===== src/rtl/dsp_pwr_seq_pkg.sv =====
// Shared definitions for the DSP power/reset sequencer: state encoding,
// default delays and a helper that tells which states keep the supply on.
package dsp_pwr_pkg;

  typedef enum logic [2:0] {
    S_OFF      = 3'd0,
    S_PWR_WAIT = 3'd1,
    S_PG_WAIT  = 3'd2,
    S_RST_HOLD = 3'd3,
    S_RUN      = 3'd4,
    S_SHUTDOWN = 3'd5,
    S_FAULT    = 3'd6
  } state_t;

  localparam int DEF_CNT_W     = 20;
  localparam int DEF_T_PWRON   = 1000;
  localparam int DEF_T_PG_TO   = 50000;
  localparam int DEF_T_RST     = 20000;
  localparam int DEF_T_OFF     = 500;
  localparam int DEF_MAX_RETRY = 3;

  // SHUTDOWN keeps the rail up until its off-delay expires.
  function automatic logic supply_on(input state_t s);
    return (s == S_PG_WAIT) || (s == S_RST_HOLD) || (s == S_RUN) || (s == S_SHUTDOWN);
  endfunction

endpackage


===== src/rtl/dsp_pwr_seq_sync2.sv =====
// Two-flop synchronizer for a single asynchronous level input.
module sync2 (
  input  logic clk,
  input  logic rst_n,
  input  logic d,
  output logic q
);

  logic meta_reg;
  logic sync_reg;

  always_ff @(posedge clk or negedge rst_n) begin
    if (!rst_n) begin
      meta_reg <= 1'b0;
      sync_reg <= 1'b0;
    end else begin
      meta_reg <= d;
      sync_reg <= meta_reg;
    end
  end

  assign q = sync_reg;

endmodule


===== src/rtl/dsp_pwr_seq.sv =====
// Power/reset sequencer for the C5509A: counted delays between supply enable,
// power-good and reset release, reverse-order shutdown and bounded retries.
module dsp_pwr_seq
  import dsp_pwr_pkg::*;
#(
  parameter int CNT_W     = DEF_CNT_W,
  parameter int T_PWRON   = DEF_T_PWRON,
  parameter int T_PG_TO   = DEF_T_PG_TO,
  parameter int T_RST     = DEF_T_RST,
  parameter int T_OFF     = DEF_T_OFF,
  parameter int MAX_RETRY = DEF_MAX_RETRY
) (
  input  logic       clk,
  input  logic       rst_n,
  input  logic       en,
  input  logic       pgood,
  output logic       pwron,
  output logic       dsp_rst_n,
  output logic       ready,
  output logic       fault,
  output logic [2:0] state
);

  logic             pgood_s;
  state_t           state_reg, state_next;
  logic [CNT_W-1:0] cnt_reg, cnt_next;
  logic [2:0]       retry_cnt_reg, retry_cnt_next;
  logic             fault_pend_reg, fault_pend_next;
  logic             fault_evt, retry_inc, cnt_done, entering;
  logic             pwron_reg, dsp_rst_n_reg, ready_reg, fault_reg;
  logic             pwron_next, dsp_rst_n_next, ready_next, fault_next;

  sync2 u_pgood_sync (
    .clk   (clk),
    .rst_n (rst_n),
    .d     (pgood),
    .q     (pgood_s)
  );

  assign cnt_done = (cnt_reg == '0);
  assign entering = (state_next != state_reg);

  // State register; outputs are registered alongside it so they move on the same edge.
  always_ff @(posedge clk or negedge rst_n) begin
    if (!rst_n) begin
      state_reg     <= S_OFF;
      pwron_reg     <= 1'b0;
      dsp_rst_n_reg <= 1'b0;
      ready_reg     <= 1'b0;
      fault_reg     <= 1'b0;
    end else begin
      state_reg     <= state_next;
      pwron_reg     <= pwron_next;
      dsp_rst_n_reg <= dsp_rst_n_next;
      ready_reg     <= ready_next;
      fault_reg     <= fault_next;
    end
  end

  always_comb begin
    state_next = state_reg;
    fault_evt  = 1'b0;
    retry_inc  = 1'b0;
    case (state_reg)
      S_OFF: begin
        if (en) state_next = S_PWR_WAIT;
      end
      S_PWR_WAIT: begin
        if (!en)           state_next = S_OFF;
        else if (cnt_done) state_next = S_PG_WAIT;
      end
      S_PG_WAIT: begin
        if (pgood_s) begin
          state_next = S_RST_HOLD;
        end else if (cnt_done) begin
          state_next = S_SHUTDOWN;
          fault_evt  = 1'b1;
        end else if (!en) begin
          state_next = S_SHUTDOWN;
        end
      end
      S_RST_HOLD: begin
        // Loss of power-good wins over a request drop so a brown-out is never masked.
        if (!pgood_s) begin
          state_next = S_SHUTDOWN;
          fault_evt  = 1'b1;
        end else if (!en) begin
          state_next = S_SHUTDOWN;
        end else if (cnt_done) begin
          state_next = S_RUN;
        end
      end
      S_RUN: begin
        if (!pgood_s) begin
          state_next = S_SHUTDOWN;
          fault_evt  = 1'b1;
        end else if (!en) begin
          state_next = S_SHUTDOWN;
        end
      end
      S_SHUTDOWN: begin
        if (cnt_done) begin
          if (!fault_pend_reg) begin
            state_next = S_OFF;
          end else if ((int'(retry_cnt_reg) < MAX_RETRY) && en) begin
            state_next = S_PWR_WAIT;
            retry_inc  = 1'b1;
          end else begin
            state_next = S_FAULT;
          end
        end
      end
      S_FAULT: begin
        if (!en) state_next = S_OFF;
      end
      default: state_next = S_OFF;
    endcase
  end

  always_comb begin
    pwron_next     = supply_on(state_next);
    dsp_rst_n_next = (state_next == S_RUN);
    ready_next     = (state_next == S_RUN);
    fault_next     = (state_next == S_FAULT);
  end

  // Shared delay counter, fault latch and retry counter.
  always_comb begin
    cnt_next        = cnt_reg;
    fault_pend_next = fault_pend_reg;
    retry_cnt_next  = retry_cnt_reg;
    if (entering) begin
      case (state_next)
        S_PWR_WAIT: cnt_next = CNT_W'(T_PWRON);
        S_PG_WAIT:  cnt_next = CNT_W'(T_PG_TO);
        S_RST_HOLD: cnt_next = CNT_W'(T_RST);
        S_SHUTDOWN: cnt_next = CNT_W'(T_OFF);
        default:    cnt_next = '0;
      endcase
    end else if (!cnt_done) begin
      cnt_next = cnt_reg - CNT_W'(1);
    end

    if (entering && (state_next == S_SHUTDOWN))   fault_pend_next = fault_evt;
    else if (entering && (state_reg == S_SHUTDOWN)) fault_pend_next = 1'b0;

    if (entering && ((state_next == S_RUN) || (state_next == S_OFF))) retry_cnt_next = 3'd0;
    else if (retry_inc)                                               retry_cnt_next = retry_cnt_reg + 3'd1;
  end

  always_ff @(posedge clk or negedge rst_n) begin
    if (!rst_n) begin
      cnt_reg        <= '0;
      retry_cnt_reg  <= 3'd0;
      fault_pend_reg <= 1'b0;
    end else begin
      cnt_reg        <= cnt_next;
      retry_cnt_reg  <= retry_cnt_next;
      fault_pend_reg <= fault_pend_next;
    end
  end

  assign pwron     = pwron_reg;
  assign dsp_rst_n = dsp_rst_n_reg;
  assign ready     = ready_reg;
  assign fault     = fault_reg;
  assign state     = state_reg;

endmodule


===== config.mk =====
export PLATFORM = sky130hd
export DESIGN_NAME = dsp_pwr_seq
export DESIGN_NICKNAME = d
export VERILOG_FILES = /design/src/rtl/dsp_pwr_seq_pkg.sv /design/src/rtl/dsp_pwr_seq_sync2.sv /design/src/rtl/dsp_pwr_seq.sv
export SDC_FILE = /design/constraint.sdc
export NUM_CORES = 1
export LEC_CHECK = 0
export CAP_MARGIN = 20
export CORE_MARGIN = 4
export CORE_UTILIZATION = 25
export DETAILED_ROUTE_END_ITERATION = 6
export PLACE_DENSITY_LB_ADDON = 0.05
export SKIP_CTS_REPAIR_TIMING = 1
export SLEW_MARGIN = 20
export SYNTH_ARGS = -nofsm -noshare
export SYNTH_HDL_FRONTEND = slang
export SYNTH_SLANG_ARGS = --single-unit

===== constraint.sdc =====
create_clock -name clk -period 7.4 [get_ports clk]
set_clock_uncertainty 0.2 [all_clocks]
set_input_delay 1.85 -clock clk [delete_from_list [all_inputs] [get_ports clk]]
set_output_delay 1.85 -clock clk [all_outputs]
set_load 0.03 [all_outputs]

==> flow_metrics.env <==
export IMPL_via_per_inst=4.89
export IMPL_cts_sinks=32
export IMPL_p_per_area_mw_per_mm2=160
export IMPL_cp_end_kind="register"
export IMPL_min_path_type="register to register"
export IMPL_diodes=0
export IMPL_worstRegToRegCells=9
export IMPL_rsz0062_at_grt="false"
export IMPL_grt_max_degree=33
export IMPL_synth_top_family_by_area="simple AND/OR/NAND/NOR gates"
export IMPL_crit_top_cell="o31ai_1"
export IMPL_min_path_cells=0
export IMPL_path_cells="clkdlybuf4s50_1 -> inv_1 -> o31ai_1 -> o31ai_1 -> mux2i_1 -> nor2_1 -> o221ai_4 -> mux2_1"
export IMPL_cts_max_path_buffers=2
export IMPL_finalMaxSlewViolations=0
export IMPL_antenna_found_initial=0
export IMPL_dp_cells=308
export IMPL_fin_crit_ps=4430
export IMPL_tightest_slew_ps=890
export IMPL_drc=0
export IMPL_whs_ps=151
export IMPL_cts_tree="done"
export IMPL_internal_power_uw=278
export IMPL_slew_limit_headroom_pct=40.7
export IMPL_numCtsBuffers=5
export IMPL_mostFrequentLayoutCell="dfrtp_1"
export IMPL_final_cell_mix="32 x dfrtp_1, 29 x nand2_1, 22 x nor2_1"
export IMPL_synth_edf_count=0
export IMPL_fp_dieW_um=96.4
export IMPL_grt_pass1_wl_mm=8.11
export IMPL_crit_buf_inv=2
export IMPL_p_clk_share_pct=48.3
export IMPL_fin_tns_setup_ps=0
export IMPL_power_switching_uw=79.5
export IMPL_gr_total_overflow=0
export IMPL_leakage_uw=0.000907
export IMPL_insertion_delay_ps=290
export IMPL_synth_simple_area_share_pct=26.7
export IMPL_cts_root_buf="clkbuf_8"
export IMPL_synthArstFlopShare_pct=100
export IMPL_wirelength_mm=4.91
export IMPL_ys_warn_count=0
export IMPL_slowest_delay_ps=700
export IMPL_vias=1545
export IMPL_critical_path_top_delay_family="compound AO/OA/AOI/OAI gates"
export IMPL_p_comb_share_pct=2.5
export IMPL_min_period_over_period_pct=59.9
export IMPL_area_delta_synth_final_pct=14.5
export IMPL_fp_coreArea_mm2=0.00741
export IMPL_ys_ff_latch=32
export IMPL_drive_gt1_share_pct=8.29
export IMPL_io_pins=11
export IMPL_final_nets=222
export IMPL_grt_usage_pct=11.5
export IMPL_synth_distinct_cells=46
export IMPL_synth_xor_area_share_pct=8.08
export IMPL_fmax_mhz=226
export IMPL_fin_cells=316
export IMPL_drt_iter0_markers=68
export IMPL_routedWlPerCell_um=15.5
export IMPL_clk_pin_slew_worst_paths_ps=80
export IMPL_start_util_pct=26.3
export IMPL_gp_congestion=0.875
export IMPL_fp_row_count=31
export IMPL_syn_nets=215
export IMPL_dieHeight_um=96.4
export IMPL_syn_area_mm2=0.00195
export IMPL_crit_arrival_ps=4400
export IMPL_cap_violations=0
export IMPL_crit_type="input port to register"
export IMPL_worstPathRequired_ps=7370
export IMPL_ys_seq_area_share_pct=41.0
export IMPL_swShare_pct=22.3
export IMPL_pwr_share_seq_pct=49.2
export IMPL_crit_path_top_delay_cell="o221ai_4"
export IMPL_crit_fanout=24
export IMPL_worstSetupPathDepth=8
export IMPL_dieArea_mm2=0.00929
export IMPL_largest_register_ffs=20
export IMPL_cp_start_kind="input port"
export IMPL_place_hpwl_mm=3.37
export IMPL_h_tree_depth=2
export IMPL_setup_viol=0
export IMPL_hold_violations=0
export IMPL_peakVddDrop_v=0.0000492
export IMPL_postRouteAntennaNets=0
export IMPL_synthFlopType="dfrtp_1"
export IMPL_synth_cells=209
export IMPL_finalPower_uw=357
export IMPL_port_buffers=10
export IMPL_synth_adder_area_share_pct=1.28
export IMPL_avgSynthCellArea_um2=9.34
export IMPL_grt_pass1_vias=1592
export IMPL_first_pass_iters=6
export IMPL_outcome="complete, no violations"
export IMPL_synth_compound_area_share_pct=12.1
export IMPL_muxShareOfSynthArea_pct=6.28
[metal layers]
layer  share of wire [%]  vias to the layer above  track usage (%)
li1                    -                      739                -
met3                 4.2                       10             2.50
met1                  48                      755             15.2
met5                   0                        -                0
met4                 1.3                        0             4.56
met2                  47                       41             18.3
[power groups by stage]
stage | logic, uW | registers [uW] | clock network [uW]
detailed placement | 9.19 | 179 | 0
CTS | 9.31 | 176 | 178
floorplan | 2.37 | 179 | 0
finish | 8.88 | 176 | 173
global placement | 8.97 | 179 | 0
global route | 10.4 | 176 | 184
[path summary, 6_finish.rpt]
kind | startpoint | endpoint | slack, ps
min | u_pgood_sync.meta_reg$_DFF_PN0_ | u_pgood_sync.q$_DFF_PN0_ | 150
max | en | cnt_reg[5]$_DFFE_PN0P_ | 2970
min in group asynchronous | rst_n | cnt_reg[0]$_DFFE_PN0P_ | 1760
max reg2reg | cnt_reg[0]$_DFFE_PN0P_ | cnt_reg[5]$_DFFE_PN0P_ | 3820
min reg2reg | u_pgood_sync.meta_reg$_DFF_PN0_ | u_pgood_sync.q$_DFF_PN0_ | 150
max in group asynchronous | rst_n | state[1]$_DFF_PN0_ | 4920
[cell usage after synthesis (3+ instances only)]
master	number	area [um2]
dfrtp_1	32	801
nand2_1	29	109
nor2_1	22	82.6
xnor2_1	14	123
a21oi_1	12	60.1
mux2i_1	10	100
inv_1	8	30.0
nor3_1	7	35.0
clkbuf_1	5	18.8
nand3_1	5	25.0
nor4_1	5	31.3
o21ai_0	5	25.0
nor2b_1	4	25.0
xor2_1	4	35.0
buf_2	3	15.0
[final cells by class]
cell class              instances  area [um2]
inverters                       8        30.0
fillers                       780        5170
flip-flops and latches         32         801
repair buffers                 11         108
multi-input cells             158        1060
well taps                      99         124
clock buffers                   5        68.8
clock inverters                 3        42.5
[per-stage QoR]
step                utilization [%]  cell area, um2  worst slack [ps]
finish                         30.2            2230              2970
global route                   30.2            2230              2760
CTS                            30.2            2230              2960
detailed placement             28.7            2120              2660
global placement               28.7            2120              2740
floorplan                         -            1950              3850
[logic make-up (layout without fill, tap and decap cells)]
group           count (synthesis)  in the layout
flops                          32             32
fa+ha+maj                       2              2
buf+inv                        19             27
xor+xnor                       18             18
mux                            12             12
simple gates                   92             92
compound gates                 34             34
Power figures use the tool's default switching activity.
